`config.mk`:
```
export PLATFORM = sky130hd
export DESIGN_NAME = mux4_rr_sched
export DESIGN_NICKNAME = d
export VERILOG_FILES = /design/src/rtl/mux4_sched_pkg.sv /design/src/rtl/mux4_sel.sv /design/src/rtl/mux4_rr_sched.sv
export SDC_FILE = /design/constraint.sdc
export NUM_CORES = 1
export LEC_CHECK = 0
export BUFFER_PORTS_ARGS = -buffer_cell sky130_fd_sc_hd__buf_2
export CAP_MARGIN = 10
export CORE_MARGIN = 2
export CORE_UTILIZATION = 53
export CTS_CLUSTER_SIZE = 24
export DETAILED_ROUTE_END_ITERATION = 16
export GPL_ROUTABILITY_DRIVEN = 0
export PLACE_DENSITY = 0.73
export SYNTH_ARGS = -nofsm -noshare
export SYNTH_HDL_FRONTEND = slang
export SYNTH_SLANG_ARGS = --single-unit
```
`constraint.sdc`:
```
create_clock -name clk -period 2.3 [get_ports clk]
set_input_delay 0.345 -clock clk [delete_from_list [all_inputs] [get_ports clk]]
set_output_delay 0.345 -clock clk [all_outputs]
set_load 0.005 [all_outputs]
```
`src/rtl/mux4_sched_pkg.sv`:
```
// Shared types and helpers for the four-requester round-robin mux scheduler:
// FSM state encoding, the rotating-priority winner search and a one-hot decoder.
package mux4_sched_pkg;

    typedef enum logic [1:0] {
        ST_IDLE   = 2'b00,
        ST_GRANT  = 2'b01,
        ST_SWITCH = 2'b10
    } state_t;

    // First requester found scanning ptr, ptr+1, ... modulo 4; returns ptr when nobody requests.
    function automatic logic [1:0] rr_pick(input logic [3:0] req, input logic [1:0] ptr);
        logic [1:0] idx;
        logic [1:0] win;
        logic       found;
        win   = ptr;
        found = 1'b0;
        for (int i = 0; i < 4; i++) begin
            idx = ptr + 2'(i);
            if (!found && req[idx]) begin
                win   = idx;
                found = 1'b1;
            end
        end
        return win;
    endfunction

    function automatic logic [3:0] onehot4(input logic [1:0] idx);
        return 4'b0001 << idx;
    endfunction

endpackage

```
`src/rtl/mux4_sel.sv`:
```
// Shared 4:1 one-bit data mux; the output is forced low while no requester owns it.
module mux4_sel (
    input  logic [3:0] data,
    input  logic [1:0] sel,
    input  logic       en,
    output logic       y
);

    assign y = en & data[sel];

endmodule

```
`src/rtl/mux4_rr_sched.sv`:
```
// Round-robin, time-sliced owner of a shared 4:1 mux with a one-cycle gap between owners.
// Optional MUX4_SCHED_LOCK_EN adds a lock input that holds off slice expiry.
module mux4_rr_sched
    import mux4_sched_pkg::*;
#(
    parameter int SLICE = 16,  // legal 2..255
    parameter int CNT_W = 8    // SLICE <= 2**CNT_W
) (
    input  logic       clk,
    input  logic       rst,
    input  logic [3:0] req,
    input  logic [3:0] data_in,
`ifdef MUX4_SCHED_LOCK_EN
    input  logic       lock,
`endif
    output logic [3:0] gnt,
    output logic [1:0] sel,
    output logic       valid,
    output logic       y
);

    localparam logic [CNT_W-1:0] CNT_LAST = CNT_W'(SLICE - 1);

    state_t           state;
    state_t           next_state;
    logic [1:0]       ptr;
    logic [CNT_W-1:0] cnt;

    logic [3:0]       gnt_d;
    logic [1:0]       sel_d;
    logic             valid_d;
    logic [1:0]       ptr_d;
    logic [CNT_W-1:0] cnt_d;

    logic [1:0]       winner;
    logic             release_hit;
    logic             expire_hit;
    logic             expiry_hold;

`ifdef MUX4_SCHED_LOCK_EN
    assign expiry_hold = lock;
`else
    assign expiry_hold = 1'b0;
`endif

    // sel always names the current owner while in GRANT.
    assign winner      = rr_pick(req, ptr);
    assign release_hit = !req[sel];
    assign expire_hit  = (cnt == CNT_LAST) && (|(req & ~gnt)) && !expiry_hold;

    // NOTE: sequential state uses non-blocking assignments so every register
    // samples the pre-edge values; blocking here would create ordering races.
    always_ff @(posedge clk) begin
        if (rst) begin
            state <= ST_IDLE;
            gnt   <= 4'b0000;
            sel   <= 2'b00;
            valid <= 1'b0;
            ptr   <= 2'b00;
            cnt   <= '0;
        end else begin
            state <= next_state;
            gnt   <= gnt_d;
            sel   <= sel_d;
            valid <= valid_d;
            ptr   <= ptr_d;
            cnt   <= cnt_d;
        end
    end

    // NOTE: every combinational output gets a default before the case, so no
    // path leaves a signal unassigned and no latch is inferred.
    always_comb begin
        next_state = state;
        unique case (state)
            ST_IDLE:   if (|req) next_state = ST_GRANT;
            ST_GRANT:  if (release_hit || expire_hit) next_state = ST_SWITCH;
            ST_SWITCH: next_state = (|req) ? ST_GRANT : ST_IDLE;
            default:   next_state = ST_IDLE;
        endcase
    end

    always_comb begin
        gnt_d   = 4'b0000;
        sel_d   = sel;
        valid_d = 1'b0;
        ptr_d   = ptr;
        cnt_d   = cnt;
        unique case (state)
            ST_GRANT: begin
                if (next_state == ST_GRANT) begin
                    gnt_d   = gnt;
                    valid_d = 1'b1;
                    if (cnt != CNT_LAST) cnt_d = cnt + 1'b1;
                end else begin
                    // Rotate priority past the departing owner.
                    ptr_d = sel + 2'd1;
                end
            end
            default: begin
                if (next_state == ST_GRANT) begin
                    sel_d   = winner;
                    gnt_d   = onehot4(winner);
                    valid_d = 1'b1;
                    cnt_d   = '0;
                end
            end
        endcase
    end

    mux4_sel u_mux (
        .data (data_in),
        .sel  (sel),
        .en   (valid),
        .y    (y)
    );

    a_gnt_onehot0 : assert property (@(posedge clk) disable iff (rst) $onehot0(gnt));
    a_valid_gnt   : assert property (@(posedge clk) disable iff (rst) valid == (|gnt));
    a_sel_matches : assert property (@(posedge clk) disable iff (rst) valid |-> (gnt == onehot4(sel)));

endmodule
```
## Yosys cells after proc, flatten, opt, wreduce, memory -nomap -nowiden

Index checks and enable logic that the tools add are counted.

| word-level totals | value |
|---|---|
| flip-flop bits (word level) | 19 |
| word-level logic and storage cells | 74 |

| operators by class | value |
|---|---|
| $add $sub $neg | 5 |
| $lt $le $gt $ge | 5 |
| eq/ne operators | 7 |
| shift-type cells | 1 |
| multiplexer cells | 30 |
| bitwise logic cells | 5 |
| reduce and logical (&&, ||, !) cells | 15 |

Operators by type and width:

| operator | count |
|---|---|
| 8-bit 2-to-1 mux | 4 |
| 2-bit by 3-bit < comparator with 1-bit output, second input constant | 5 |
| 1-bit binary-select mux with 2-bit select | 6 |
| 4-bit 2-to-1 mux | 3 |
| 1-bit 2-to-1 mux | 11 |
| 2-bit 2-to-1 mux | 5 |
| 8-bit by 1-bit adder with 8-bit output, second input constant | 1 |
| 8-bit by 4-bit equality test with 1-bit output, second input constant | 1 |
| 8-bit by 4-bit != test with 1-bit output, second input constant | 1 |
| 4-bit OR reduction | 2 |
| 2-bit one-hot mux with 3 select lines | 1 |
| 2-bit AND reduction | 3 |
| 2-bit by 1-bit adder with 2-bit output, second input constant | 2 |
| 2-bit adder, second input constant | 2 |
| 4-bit bitwise AND | 1 |
| 2-bit by 1-bit equality test with 1-bit output, second input constant | 2 |
| 1-bit logical AND | 4 |
| 1-bit zero test | 4 |
| 2-bit != test, second input constant | 2 |
| 4-bit inverter | 1 |
| 1-bit by 2-bit left shift with 4-bit output, first input constant | 1 |
| 2-bit equality test, second input constant | 1 |
| 2-bit zero test | 1 |
| 1-bit inverter | 2 |
| other kinds (2) | 2 |

## Longest topological paths before layout

| depth | value |
|---|---|
| depth after elaboration | 15 |
| depth in mapped cells | 6 |

## By module

Synthesis repeated with hierarchy kept, for this count alone.

| second synthesis, totals | value |
|---|---|
| cell total of the unflattened synthesis | 117 |
| area total of the unflattened synthesis | 983.4 um^2 |

Modules (own cells, without submodules):

| module | instances | cells each | area an instance (um^2) |
|---|---|---|---|
| mux4_rr_sched | 1 | 115 | 954.7 |
| mux4_sel | 1 | 2 | 28.8 |

## Worst setup path before layout

Ideal clock, no wire load.

| timing path | value |
|---|---|
| kind | register to register |
| from | reg sel[0] |
| to | reg cnt[7] |
| setup time | 0.120 ns |
| arrival time | 1.655 ns |
| required time | 2.180 ns |
| slack | 0.526 ns |
| stages on the path, launching flop included | 6 |
| buffers on the path | 0 |
| clock period less this slack | 1.774 ns |
| path through | dfxtp_1 mux4_1 o211a_1 nand4_1 xor2_1 nor2_1 |

| on the way | value |
|---|---|
| cells in the longest elaborated chain, start to end | 8 |

Ends and longest elaborated chain:

| what | line | text |
|---|---|---|
| from (decl) | mux4_rr_sched.sv:17 | `output logic [1:0] sel,` |
| from (signal assigned) | mux4_rr_sched.sv:64 | `sel <= sel_d;` |
| 1-bit binary-select mux with 2-bit select | mux4_rr_sched.sv:48 | `assign release_hit = !req[sel];` |
| 1-bit 2-to-1 mux (not written as such) | mux4_rr_sched.sv:48 |  |
| 1-bit zero test | mux4_rr_sched.sv:48 |  |
| 1-bit logical OR | mux4_rr_sched.sv:77 | `ST_GRANT: if (release_hit \|\| expire_hit) next_state = ST_SWITCH;` |
| 2-bit 2-to-1 mux | mux4_rr_sched.sv:77 |  |
| 2-bit one-hot mux with 3 select lines | mux4_rr_sched.sv:75 | `unique case (state)` |
| 2-bit by 1-bit equality test with 1-bit output | mux4_rr_sched.sv:91, mux4_rr_sched.sv:101 |  |
| 2-bit AND reduction (no source line) | - |  |
| to (signal assigned) | mux4_rr_sched.sv:67 | `cnt <= cnt_d;` |
| to (decl) | mux4_rr_sched.sv:27 | `logic [CNT_W-1:0] cnt;` |

Every way passes these cells. The select of a mux whose other input is x is not followed.
A chain may end at the register's enable or synchronous reset.

## Worst setup path in the final report

| timing path | value |
|---|---|
| from | reg sel[0] |
| to | out y |

| on the way | value |
|---|---|
| cells in the longest elaborated chain, start to end | 3 |

Ends and longest elaborated chain:

| what | line | text |
|---|---|---|
| 1-bit binary-select mux with 2-bit select | mux4_sel.sv:9 | `assign y = en & data[sel];` |
| 1-bit 2-to-1 mux (not written as such) | mux4_sel.sv:9 |  |
| 1-bit bitwise AND | mux4_sel.sv:9 |  |
| to (decl) | mux4_rr_sched.sv:19 | `output logic y` |

Every way passes these cells. The select of a mux whose other input is x is not followed.

==> results list <==
- Final core utilization: 0.652
- In the global route stage, overall resource usage came out at 0.199.
- Detailed routing inserted a total of 850 vias.
- Dividing the detail-routed wire length by the instance count gives 13.3 µm.
- Pin count of the biggest net entering global routing: 17
* Static leakage: 0.498 nW
- Setup repair after global routing left no endpoint under its margin.
- Startpoint of the lowest-slack register-to-register path: cnt[4]$_SDFFE_PP0P_
- The Yosys step of the flow raised 0 warnings.
- Worst slew margin relative to its limit: 0.580
* Initial DRC Count: 19
* Initial antenna violation count: 0
- At the pin with the least slew margin, the transition time is 0.631 ns.
- Post-layout minimum cycle time: 1.90 ns
* Final worst hold slack: 0.400 ns
* Final setup violation count: 0
- Summed over all layers, the global routing overflow is 0.
- During I/O placement, the number of pins put on the boundary was 18.
* DRC errors left: 0
* Maximum level of the CTS H-tree: 1
* Dominant synthesized flop cell: sky130_fd_sc_hd__dfxtp_1
- Power comes to 679 µW.
- For hold timing, the worst endpoint is sel[0]$_SDFFE_PP0P_.
* Sequential area share after synthesis: 0.381
- TritonCTS built the clock tree.
* Number of hold violations in the final report: 0
- Of all cell types, the one taking the most synthesized area is sky130_fd_sc_hd__dfxtp_1.
- Count of instances resized after the clock tree is built: 0
* Clk_lat worst skew: 0.29 ns
- Total inserted antenna cells: 0
* Filler instances: 158
- In the synthesized netlist, the cells that appear most often are sky130_fd_sc_hd__dfxtp_1, sky130_fd_sc_hd__nor2_1, sky130_fd_sc_hd__a21oi_1.
- STA classifies the critical path startpoint as a flop.
- Post-route fraction of the period consumed by the critical path: 0.826
* Area Overhead vs Synth: 13.9%
- Worst R2R Setup Slack: 0.53 ns
- At the worst endpoint, the arrival time is 1.55 ns.
- FFs w/ async S/R, synth: 0
- Layout Skew: 0.00200 ns
- Worst VDD drop: 0.439 mV
* Post-synthesis register bit count: 19
- EDFF count, synth: 0
- Post-CTS setup buffer count: 0
- For this design, the CTS-stage hold fixing added 0 buffers.
* Post-synthesis net count: 118
* Number of buffers between clock root and the deepest sink: 2
* Maximum fanout count along the critical path: 5
* RR Endpoint: ptr[1]$_SDFFE_PP0P_
- The critical path is of the flop to primary output type.
- Number of sinks handled by clock tree synthesis: 19
- The worst hold path begins at rst.
* Std cell rows: 15
- Summed over all nets, the half-perimeter wirelength after detailed placement is 1570 µm.
- Quantity of I/O buffers inserted on ports: 17
- Clock-pin slew was measured on the worst setup and hold paths at 0.10 ns.
- PD cells: 597 nW/µm²
* Initial Util: 0.572
- In this run the remaining antenna-violating nets after routing total 0.
* Max capacitance violation total: 0
- By area the synthesized netlist is led by sky130_fd_sc_hd__dfxtp_1, sky130_fd_sc_hd__nor2_1, sky130_fd_sc_hd__xor2_1.
- After the last flow step, the layout net total stands at 140.
- Netlist cell types: 38
- By instance count, the leading cell after synthesis is sky130_fd_sc_hd__dfxtp_1.
* Classification of the worst-slack hold path: primary input to flop
* Number of cells in the finished layout apart from fillers: 153
- Number of cells on the worst reg-to-reg path: 5
- Vias per std cell: 5.56
- Highest clock rate: 527 MHz
- The floorplan step defined a die boundary enclosing 2250 µm².
- CP endpoint kind: primary output
* Run status: finished clean
- A synthesized cell averages 9.33 µm².
- Area of the core: 1750 µm²
* Post-synthesis cell area: 998 µm²
- Clk root buf: sky130_fd_sc_hd__clkbuf_4
* Vias in the first global route: 745
* Pins over their slew limit: 0
* Data required time at the worst endpoint: 1.96 ns
* Layout cells sized above 1: 0.227
- Hold depth: 2
* Die width: 47.4 µm
- For the final routed database, the setup TNS stands at 0 ns.
- Synthesized instance count: 107
- After detailed routing, the total wire length is 2040 µm.
- Share of the synthesized area in the top cell type: 0.381
- The number of clock buffers added by TritonCTS is 3.
* Global-route wire length before repair: 3150 µm
* Die Y: 47.4 µm
- Pre-Repair DR Iteration Count: 4
- Post-placement cell count: 149
-- power breakdown --
| group | internal (mW) | total, mW | switching (mW) | leakage [nW] |
|---|---|---|---|---|
| Sequential | 0.348 | 0.365 | 0.0167 | 0.155 |
| Combinational | 0.0708 | 0.151 | 0.0800 | 0.325 |
| Clock | 0.0646 | 0.163 | 0.0987 | 0.0177 |
| Total | 0.484 | 0.679 | 0.195 | 0.498 |
-- through the flow --
step                worst slack, ns  instance area (µm²)
global route                  0.323                 1140
finish                        0.401                 1140
detailed placement            0.469                 1110
floorplan                     0.526                  998
global placement              0.513                 1110
CTS                           0.386                 1140
-- kinds of logic after synthesis --
group                      after synthesis  synth area share
and+or+nand+nor                         42             0.222
xor gates and xnor gates                 7            0.0614
buffers and inverters                    5            0.0313
DFF                                     19             0.381
muxes                                    5            0.0790
adders and majority gates                1            0.0125
AOI/OAI and AO/OA                       28             0.213
-- worst max-delay path, cell delays in order, from the launching register on --
cell                      delay (ns)
sky130_fd_sc_hd__dfxtp_1        0.36
sky130_fd_sc_hd__buf_4          0.15
sky130_fd_sc_hd__mux4_2         0.48
sky130_fd_sc_hd__and2_1         0.16
sky130_fd_sc_hd__buf_2          0.12
-- worst max path at each step --
stage / to / slack [ns] / start / cells after the start
final: y / 0.40 / sel[0]$_SDFFE_PP0P_ / 4
after global routing: y / 0.32 / sel[0]$_SDFFE_PP0P_ / 4
after CTS: y / 0.39 / sel[0]$_SDFFE_PP0P_ / 4
after detailed placement: cnt[6]$_SDFFE_PP0P_ / 0.47 / req[0] / 6
after global placement: cnt[7]$_SDFFE_PP0P_ / 0.51 / req[0] / 6
after floorplan: cnt[7]$_SDFFE_PP0P_ / 0.53 / sel[0]$_SDFFE_PP0P_ / 5
-- cells in the final DEF, fill, tap and decap left out, types with 2 or more instances in the layout --
master / netlist / layout
sky130_fd_sc_hd__nand4_1: 2 / 2
sky130_fd_sc_hd__a32oi_1: 2 / 2
sky130_fd_sc_hd__nor2_1: 14 / 14
sky130_fd_sc_hd__o21ai_0: 3 / 3
sky130_fd_sc_hd__xor2_1: 6 / 6
sky130_fd_sc_hd__buf_4: 0 / 2
sky130_fd_sc_hd__buf_2: 0 / 17
sky130_fd_sc_hd__a21oi_1: 8 / 8
sky130_fd_sc_hd__o32ai_1: 2 / 2
sky130_fd_sc_hd__or2b_1: 3 / 3
sky130_fd_sc_hd__clkbuf_4: 0 / 3
sky130_fd_sc_hd__nand2b_1: 4 / 4
sky130_fd_sc_hd__o211a_1: 3 / 3
sky130_fd_sc_hd__mux2i_1: 3 / 3
sky130_fd_sc_hd__inv_1: 3 / 3
sky130_fd_sc_hd__nand2_1: 7 / 7
sky130_fd_sc_hd__nor2b_1: 4 / 4
sky130_fd_sc_hd__dfxtp_1: 19 / 19
sky130_fd_sc_hd__a311oi_1: 2 / 2
-- sequential cells by signal, indices dropped and copies added (netlist names) --
register  flops
cnt           8
gnt           4
ptr           2
sel           2
state         2
valid         1
-- final cells by class --
cell class	instances	area, µm²	area share
inverters	3	11.3	0.00990
multi-input cells	83	587	0.516
flip-flops and latches	19	380	0.334
clock buffers	3	22.5	0.0198
well taps	25	31.3	0.0275
clock inverters	1	5.00	0.00440
repair buffers	19	100	0.0880
-- layer usage --
| metal | wire (µm) | track usage | vias up |
|---|---|---|---|
| li1 | - | - | 434 |
| met1 | 1040 | 0.280 | 395 |
| met2 | 898 | 0.305 | 19 |
| met3 | 84 | 0.0346 | 2 |
| met4 | 14 | 0.0667 | 0 |
| met5 | 0 | 0 | - |
Power figures use the tool's default switching activity.
